### config.mk
export PLATFORM = sky130hd
export DESIGN_NAME = plic_irq_scheduler
export DESIGN_NICKNAME = d
export VERILOG_FILES = /design/src/rtl/plic_irq_scheduler_pkg.sv /design/src/rtl/plic_irq_scheduler_ctx_acc.sv /design/src/rtl/plic_irq_scheduler.sv
export SDC_FILE = /design/constraint.sdc
export NUM_CORES = 1
export LEC_CHECK = 0
export ABC_AREA = 1
export BUFFER_PORTS_ARGS = -buffer_cell sky130_fd_sc_hd__buf_4
export CORE_AREA = 2 2 494 496
export CTS_CLUSTER_DIAMETER = 100
export DETAILED_ROUTE_END_ITERATION = 12
export DIE_AREA = 0 0 496 498
export GPL_TIMING_DRIVEN = 0
export HOLD_SLACK_MARGIN = 0.15
export PLACE_DENSITY = 0.34
export SKIP_LAST_GASP = 1
export SYNTH_ARGS = -nofsm -noshare
export SYNTH_HDL_FRONTEND = slang
export SYNTH_SLANG_ARGS = --single-unit
### constraint.sdc
create_clock -name i_clk -period 4.65 [get_ports i_clk]
set_input_delay 0.2325 -clock i_clk [delete_from_list [all_inputs] [get_ports i_clk]]
set_output_delay 0.2325 -clock i_clk [all_outputs]
set_load 0.02 [all_outputs]
### src/rtl/plic_irq_scheduler_pkg.sv
// Shared types for the PLIC per-context scheduler: id/priority widths,
// sweep FSM states and the per-context best-candidate accumulator.
package types_plic_pkg;

    localparam int PLIC_ID_WIDTH   = 10;
    localparam int PLIC_PRIO_WIDTH = 4;

    typedef enum logic [0:0] {
        SCAN   = 1'b0,
        COMMIT = 1'b1
    } plic_sched_state_t;

    typedef struct packed {
        logic [PLIC_ID_WIDTH-1:0]   best_id;
        logic [PLIC_PRIO_WIDTH-1:0] best_prio;
    } plic_ctx_acc_t;

endpackage

### src/rtl/plic_irq_scheduler_ctx_acc.sv
// One context's sweep accumulator: keeps the highest-priority candidate seen
// this sweep, publishes it with its threshold verdict on commit.
module plic_ctx_acc
    import types_plic_pkg::*;
#(
    parameter int prio_w = PLIC_PRIO_WIDTH
) (
    input  logic                     clk,
    input  logic                     rst,
    input  logic                     commit,
    input  logic                     cand,
    input  logic [prio_w-1:0]        prio,
    input  logic [prio_w-1:0]        th,
    input  logic [PLIC_ID_WIDTH-1:0] idx,
    input  logic [PLIC_ID_WIDTH-1:0] grant_id,
    output logic [PLIC_ID_WIDTH-1:0] ctx_id,
    output logic                     ctx_irq
);

    plic_ctx_acc_t              acc;
    logic [PLIC_PRIO_WIDTH-1:0] prio_ext;
    logic [PLIC_PRIO_WIDTH-1:0] th_ext;
    logic                       granted_best;
    logic                       granted_pub;

    // prio_w is expected not to exceed PLIC_PRIO_WIDTH (accumulator field width)
    assign prio_ext = PLIC_PRIO_WIDTH'(prio);
    assign th_ext   = PLIC_PRIO_WIDTH'(th);

    assign granted_best = (grant_id != '0) && (acc.best_id == grant_id);
    assign granted_pub  = (grant_id != '0) && (ctx_id == grant_id);

    always_ff @(posedge clk) begin
        if (rst) begin
            acc     <= '0;
            ctx_id  <= '0;
            ctx_irq <= 1'b0;
        end else if (commit) begin
            acc <= '0;
            // an id granted in this very cycle is already in service: never publish it
            if (granted_best) begin
                ctx_id  <= '0;
                ctx_irq <= 1'b0;
            end else begin
                ctx_id  <= acc.best_id;
                ctx_irq <= (acc.best_id != '0) && (acc.best_prio > th_ext);
            end
        end else begin
            if (cand && (prio_ext > acc.best_prio)) begin
                acc.best_id   <= idx;
                acc.best_prio <= prio_ext;
            end
            if (granted_pub) begin
                ctx_id  <= '0;
                ctx_irq <= 1'b0;
            end
        end
    end

endmodule

### src/rtl/plic_irq_scheduler.sv
// PLIC priority scheduler: sweeps one source per clock for all contexts,
// commits per-context winners and services claim/complete handshakes.
module plic_irq_scheduler
    import types_plic_pkg::*;
#(
    parameter int ctxmax = 9,
    parameter int irqmax = 73,
    parameter int prio_w = PLIC_PRIO_WIDTH
) (
    input  logic                              i_clk,
    input  logic                              i_rst,
    input  logic [irqmax-1:0]                 i_irq_pending,
    input  logic [irqmax*prio_w-1:0]          i_irq_prio,
    input  logic [ctxmax*irqmax-1:0]          i_ctx_ie,
    input  logic [ctxmax*prio_w-1:0]          i_ctx_th,
    input  logic                              i_claim_valid,
    input  logic [3:0]                        i_claim_ctx,
    output logic                              o_claim_ready,
    output logic [PLIC_ID_WIDTH-1:0]          o_claim_id,
    input  logic                              i_complete_valid,
    input  logic [PLIC_ID_WIDTH-1:0]          i_complete_id,
    output logic [ctxmax-1:0]                 o_ctx_irq,
    output logic [ctxmax*PLIC_ID_WIDTH-1:0]   o_ctx_id,
    output logic [irqmax-1:0]                 o_in_service
);

    localparam int IDX_W = (irqmax > 1) ? $clog2(irqmax) : 1;
    localparam logic [PLIC_ID_WIDTH-1:0] IDX_FIRST = PLIC_ID_WIDTH'(1);
    localparam logic [PLIC_ID_WIDTH-1:0] IDX_LAST  = PLIC_ID_WIDTH'(irqmax - 1);

    plic_sched_state_t          state;
    logic [PLIC_ID_WIDTH-1:0]   idx;
    logic [IDX_W-1:0]           idx_sel;
    logic [prio_w-1:0]          prio_arr [irqmax];
    logic [prio_w-1:0]          cur_prio;
    logic                       src_live;
    logic [PLIC_ID_WIDTH-1:0]   claim_ctx_id;
    logic [IDX_W-1:0]           claim_sel;
    logic [PLIC_ID_WIDTH-1:0]   grant_id;
    logic                       complete_ok;
    logic [IDX_W-1:0]           complete_sel;
    logic [irqmax-1:0]          in_service_next;

    always_comb begin
        for (int unsigned s = 0; s < irqmax; s++) begin
            prio_arr[s] = i_irq_prio[s*prio_w +: prio_w];
        end
    end

    // idx never exceeds irqmax-1, so its low bits address every source
    assign idx_sel  = idx[IDX_W-1:0];
    assign cur_prio = prio_arr[idx_sel];
    assign src_live = (state == SCAN) && i_irq_pending[idx_sel] &&
                      !o_in_service[idx_sel] && (cur_prio != '0);

    // out-of-range contexts match no entry and so select id 0
    always_comb begin
        claim_ctx_id = '0;
        for (int unsigned c = 0; c < ctxmax; c++) begin
            if (i_claim_ctx == 4'(c)) begin
                claim_ctx_id = o_ctx_id[c*PLIC_ID_WIDTH +: PLIC_ID_WIDTH];
            end
        end
    end

    assign claim_sel = claim_ctx_id[IDX_W-1:0];
    assign grant_id  = (i_claim_valid && (claim_ctx_id != '0) &&
                        i_irq_pending[claim_sel] && !o_in_service[claim_sel])
                       ? claim_ctx_id : '0;

    assign complete_ok  = i_complete_valid && (i_complete_id != '0) &&
                          (i_complete_id <= IDX_LAST);
    assign complete_sel = i_complete_id[IDX_W-1:0];

    // clear before set: a same-cycle complete and claim of one id leaves it set
    always_comb begin
        in_service_next = o_in_service;
        if (complete_ok) begin
            in_service_next[complete_sel] = 1'b0;
        end
        if (grant_id != '0) begin
            in_service_next[claim_sel] = 1'b1;
        end
    end

    always_ff @(posedge i_clk) begin
        if (i_rst) begin
            state         <= SCAN;
            idx           <= IDX_FIRST;
            o_in_service  <= '0;
            o_claim_ready <= 1'b0;
            o_claim_id    <= '0;
        end else begin
            case (state)
                SCAN: begin
                    if (idx == IDX_LAST) begin
                        state <= COMMIT;
                    end else begin
                        idx <= idx + 1'b1;
                    end
                end
                COMMIT: begin
                    state <= SCAN;
                    idx   <= IDX_FIRST;
                end
            endcase
            o_in_service  <= in_service_next;
            o_claim_ready <= i_claim_valid;
            o_claim_id    <= grant_id;
        end
    end

    for (genvar c = 0; c < ctxmax; c++) begin : g_ctx
        logic [irqmax-1:0] ie_row;
        assign ie_row = i_ctx_ie[c*irqmax +: irqmax];

        plic_ctx_acc #(
            .prio_w (prio_w)
        ) u_acc (
            .clk      (i_clk),
            .rst      (i_rst),
            .commit   (state == COMMIT),
            .cand     (src_live && ie_row[idx_sel]),
            .prio     (cur_prio),
            .th       (i_ctx_th[c*prio_w +: prio_w]),
            .idx      (idx),
            .grant_id (grant_id),
            .ctx_id   (o_ctx_id[c*PLIC_ID_WIDTH +: PLIC_ID_WIDTH]),
            .ctx_irq  (o_ctx_irq[c])
        );
    end

endmodule

# --- Word-level counts from Yosys, hierarchy flattened ---
# Index checks and enable logic that the tools add are counted.
totals:
  register_bits: 320
  in_bits: 1076
  output_inout_bits: 183
  elab_cells: 284
classes:
  mux: 103
  bitwise_logic: 5
  n_reduce_logical: 81
  eq_ne: 28
  add_sub_neg: 1
  n_lt_le_gt_ge: 25
ops:
  columns: ["op", "n"]
  rows:
  - ["two-way mux 10 bit", 38]
  - ["== test 10 bit", 18]
  - ["two-way mux 73 bit", 2]
  - ["nonzero test 10 bit", 12]
  - ["binary-select mux 1 bit (select 7 bit)", 13]
  - ["bitwise AND 73 bit", 1]
  - ["inverter 73 bit", 1]
  - ["bitwise OR 73 bit", 1]
  - ["> comparator 4 bit", 18]
  - ["logical AND 1 bit", 55]
  - ["two-way mux 1 bit", 43]
  - ["binary-select mux 4 bit (select 7 bit)", 1]
  - ["less-than comparator 7 x 8 -> 1 bit (second input constant)", 3]
  - ["case mux 10 bit (2 select lines)", 1]
  - ["nonzero test 2 bit", 9]
  - ["== test 4 x 3 -> 1 bit (second input constant)", 4]
  - ["demux 1 bit (select 7 bit)", 2]
  - [">= comparator 7 x 1 -> 1 bit (second input constant)", 2]
  - ["adder 10 x 1 -> 10 bit (second input constant)", 1]
  - ["== test 10 x 7 -> 1 bit (second input constant)", 1]
  - ["less-or-equal comparator 10 x 7 -> 1 bit (second input constant)", 1]
  - ["== test 4 x 2 -> 1 bit (second input constant)", 2]
  - [">= comparator 8 bit (second input constant)", 1]
  - ["two-way mux 4 bit", 2]
  - ["10 further kinds", 11]

# --- Depth between registers and ports, before layout ---
logic_depth:
  ltp_word: 19
  mapped_depth: 34
  depth_no_buf: 30

# --- Hierarchy ---
# A second synthesis with hierarchy kept.
hier_totals:
  cells_unflattened: 5218
  area_unflattened_um2: 30256.5
modules_own_cells:
  columns: ["mod", "seq_area_each_um2", "n_inst", "cells_per_inst", "area_each_um2"]
  rows:
  - ["plic_irq_scheduler", 1901.8, 1, 3076, 16394.5]
  - ["plic_ctx_acc", 500.5, 9, 238, 1540.2]

# --- Worst setup path after synthesis ---
# OpenSTA, ideal clock, no wires.
synth_timing:
  path_type: "reg2reg"
  startpoint: "reg idx[3]"
  endpoint: "reg g_ctx[6].u_acc.acc[11] in the netlist's numbering"
  stages_incl_launch_ff: 22
  path_buffers: 4
  required_ps: 4580
  synth_period_minus_slack_ps: 3703
  setup_ps: 70
  setup_slack_ps: 947
  arrival_ps: 3634
  cell_sequence: "dfxtp_1 > clkbuf_1 > inv_1 > nor2_1 > inv_1 > nor2_1 > clkbuf_1 > nand3_1 > nand2_1 > nand2_1 > nand2_1 > clkbuf_1 > inv_1 > ha_1 > nor2_1 > o21bai_1 > a221oi_1 > nand2_1 > inv_1 > clkbuf_1 > o21ai_0 > a21oi_1"
synth_between:
  elab_chain_len: 8
  elab_cells_between_ends: 18
  classes_between: "1 x order compare; 9 x mux; 1 x bitwise; 7 x reduce/logical"
synth_lines:
  columns: ["item", "line", "rtl"]
  rows:
  - ["start, declared", "plic_irq_scheduler.sv:32", "logic [PLIC_ID_WIDTH-1:0] idx;"]
  - ["start signal, assigned", "plic_irq_scheduler.sv:99", "idx <= idx + 1'b1;"]
  - ["parallel branches: the longest is 7 deep, another holds > comparator 4 bit", null, null]
  - ["logical AND 1 bit (*)", "plic_irq_scheduler_ctx_acc.sv:49", "if (cand && (prio_ext > acc.best_prio)) begin"]
  - ["end, declared", "plic_irq_scheduler_ctx_acc.sv:20", "plic_ctx_acc_t acc;"]
# Mark *: on every way between the ends. The select of a mux whose other input is x is not followed.
# A chain may end at the register's enable or synchronous reset.

# --- Final worst setup path ---
layout_timing:
  startpoint: "reg idx[0]"
  endpoint: "reg g_ctx[5].u_acc.acc[10] in the netlist's numbering"
layout_between:
  elab_chain_len: 8
  elab_cells_between_ends: 18
  classes_between: "1 x order compare; 9 x mux; 1 x bitwise; 7 x reduce/logical"
layout_lines:
  columns: ["item", "line", "rtl"]
  rows:
  - ["inverter 7 -> 8 bit (implied by the code) (*)", "plic_irq_scheduler.sv:52", "assign cur_prio = prio_arr[idx_sel];"]
  - ["binary-select mux 4 bit (select 7 bit) (*)", "plic_irq_scheduler.sv:52", null]
  - ["two-way mux 4 bit (implied by the code) (*) (2 in a row)", "plic_irq_scheduler.sv:52", null]
  - ["net cur_prio[1]", "plic_irq_scheduler.sv:35", "logic [prio_w-1:0] cur_prio;"]
  - ["parallel branches: the longest is 3 deep, another holds > comparator 4 bit", null, null]
  - ["logical AND 1 bit (*)", "plic_irq_scheduler_ctx_acc.sv:49", null]
  - ["end, declared", "plic_irq_scheduler_ctx_acc.sv:20", null]
# Mark *: on every way through the listed nets, which the timed path passes. The select of a mux whose other input is x is not followed.

==> summary.txt <==
DR iter-0 viols - 5,032
DRT Wirelength - 353,000 µm
CTS buffer count - 42
FILL cells - 28,200
Critical Path RT - 5.14 ns
overall power - 0.0132 W
main combinational cell family by area after synthesis - simple AND/OR/NAND/NOR gates
Yosys Warn Count - 0
Reg2Reg Depth - 19
CP Depth - 19
Syn Std Cell Area - 30,900 µm²
clk sinks - 320
worst hold path cell count - 6
Syn Area/Cell - 5.67 µm²
Setup CP Type - register to register
GRT Util Overall - 27.1%
Synth Area in XOR/XNOR - 0.651%
Max-Cap Viols - 0
FMAX - 218 MHz
Peak VDD IR - 0.283 mV
Crit path top cell by count - o21ai_1
mux cell area share after synthesis - 0.583%
Hold Fails Final Rpt - 0
Core Util, Final - 20.4%
power per cell area - 268 nW/µm²
Die Y - 498 µm
Post-synth top flop - dfxtp_1
Setup violations, final - 0
die area - 247,000 µm²
# port buffers - 1,255
H-tree depth - 2
Bufs and invs on worst path - 6
distinct cell type count after synthesis - 61
family with the most delay on the worst path - compound AO/OA/AOI/OAI gates
Worst Hold Class - input port to register
startpoint of the worst-slack reg-to-reg timing path - idx[0]
unrepaired setup endpoints after global routing - true
DRC Markers - 0
Reg area - 6440 µm²
total negative slack - 0 ns
Detailed Place HPWL - 288,000 µm
pin count of the biggest net entering global routing - 19
global-route wire length before repair - 451,000 µm
Final period util - 98.9%
CP arrival - 5.09 ns
Reg2Reg Setup Slack - 0.05 ns
slowest stage delay, CP - 0.76 ns
Cells after Synth - 5,456
Leakage - 22.1 nW
crit path from - idx[0]
TritonRoute pass-1 iters - 6
Max-slew headroom - 4.50%
Tmin final - 4.60 ns
CTS tree - done
die width - 496 µm
number of global-route vias before repair - 46,800
Synth Area in Simple Gates - 35.1%
slowest CP cell - o211ai_1
Area Growth Syn to Fin - 59.2%
routed via count - 48,000
count of final max-slew check failures - 0
most common cell after layout, fill and taps aside - nand2_1
initial antenna violation count - 96
Adder-Cell Fraction of Synth Area - 2.99%
asr flop ratio synth - 0%
Max FO, Critical Path - 10
IO Count - 1,259
share of cells above drive strength 1 - 28.2%
most frequent cells in the layout - nand2_1, buf_4, a21oi_1, o21ai_0, inv_1
Critical Path End - g_ctx[5].u_acc.acc[10]
CTS clk-pin slew, worst paths - 0.06 ns
Avg Vias per Cell - 4.74
syn_nets - 6,606
Routed Antenna Nets - 0
critical-path cell list - inv_4 > clkbuf_8 > buf_8 > buf_12 > o21ai_1 > o22ai_1 > o211ai_1 > nand2_1 > a22o_4 > buf_4 > ha_1 > a21oi_1 > o21ai_1 > o21ai_2 > a211oi_2 > nand2_2 > buf_4 > o21ai_1 > a21oi_1
total core area - 242,000 µm²
initial cell density of the core - 12.8%
GRT overflow - 0
number of synthesized flops with an enable pin - 0
routed len/inst - 34.8 µm
Startpoint Class - register
RR Endpoint - g_ctx[5].u_acc.acc[10]
routability cong. - 0.964
Std-Cell Rows - 181
outcome - completed
Synth Area in Compound Gates - 27.9%
Bufs on Longest Clock Path - 3
Final nets - 8,001
worst slew pin tran - 1.43 ns
sequential share of the synthesized area - 20.7%
CP Capture Type - register
worst skew pair latency - 0.61 ns
FF+latch count, synth - 320
multi-input logic area - 21,600 µm²
Clock Root Buffer - clkbuf_16
clock skew - 0.0394 ns
-- cell usage after synthesis (23+ instances only) --
master,n,area share [%]
nand3_1,369,6.0
a21oi_1,623,10
a22oi_1,73,1.8
buf_2,77,1.2
buf_4,30,0.73
o211ai_1,38,0.92
o21ai_0,515,8.3
ha_1,74,3.0
nor2_1,464,5.6
dfxtp_1,320,21
o221ai_1,55,1.6
nand2_1,1597,19
nand4_1,65,1.3
inv_1,470,5.7
nor3_1,23,0.37
clkbuf_1,253,3.1
buf_1,44,0.53
a221oi_1,23,0.65
o22ai_1,50,1.0
o311ai_0,25,0.71
xor2_1,23,0.65
nand3b_1,29,0.70
-- repair_timing --
action                                  4_1_cts  5_1_grt
pin swaps                                    47       20
buffers inserted                             49       25
hold buffers                                  3        0
endpoints found under the hold margin         2        0
endpoints found under the setup margin      313      276
gates resized for setup                     686      168
gates cloned                                  0        4
-- worst min-delay path, cell delays in order --
cell     delay, ns
buf_4         0.08
nor4_2        0.03
buf_4         0.17
nand3_1       0.08
nand2_1       0.04
a21oi_1       0.12
-- per-layer routing --
metal	up-vias	track usage, %	share of wire (%)
li1	21200	-	-
met1	23500	33.5	41
met2	2752	45.4	47
met3	559	5.33	7.7
met4	0	11.6	5.1
met5	-	0	0
-- flip-flops by register name, indices dropped and copies added, names as in the netlist --
register / cells
g_ctx.u_acc.acc: 126
g_ctx.u_acc.ctx_id: 90
g_ctx.u_acc.ctx_irq: 9
idx: 10
o_claim_id: 10
o_claim_ready: 1
o_in_service: 73
state: 1
-- through the flow --
step	setup WS, ns	hold slack (ns)	std cells	area (µm²)
after floorplan	0.947	0.339	5456	30900
after global routing	-0.0247	0.209	10100	49200
after detailed placement	-5.31	0.486	9933	44700
after CTS	0.000824	0.160	10100	48500
final	0.0533	0.189	10100	49200
after global placement	-5.76	0.485	9913	44400
-- layout make-up --
cell class	instances	share of cell area [%]
repair buffers	1354	21.1
well taps	3202	8.14
flip-flops and latches	320	13.1
multi-input cells	4233	43.8
inverters	486	3.81
clock inverters	16	0.468
plain buffers	414	6.86
clock buffers	60	2.41
diodes	51	0.259
-- power breakdown --
part           switching, W  leakage (nW)  internal [W]  total [W]
Combinational       0.00411          18.8       0.00221    0.00631
Clock               0.00149         0.699       0.00198    0.00347
Sequential         0.000370          2.60       0.00303    0.00340
Total               0.00597          22.1       0.00722     0.0132
-- kinds of logic (layout without fill, tap and decap cells) --
group / count (synthesis) / after routing
compound gates: 1511 / 1511
xor+xnor: 23 / 23
fa+ha+maj: 74 / 74
buf+inv: 905 / 2330
flops: 320 / 320
mux: 18 / 18
other cells: 0 / 51
simple gates: 2605 / 2607
-- worst min-delay path by stage --
| stage | from | to |
|---|---|---|
| floorplan | i_claim_valid | o_claim_ready |
| global placement | g_ctx[3].u_acc.ctx_irq | g_ctx[3].u_acc.ctx_irq |
| detailed placement | g_ctx[2].u_acc.acc[2] | g_ctx[2].u_acc.acc[2] |
| CTS | i_complete_id[7] | o_in_service[70] |
| global route | i_complete_id[9] | o_in_service[67] |
| finish | i_complete_id[7] | o_in_service[70] |
No activity file was read; power rests on OpenSTA's default activity.
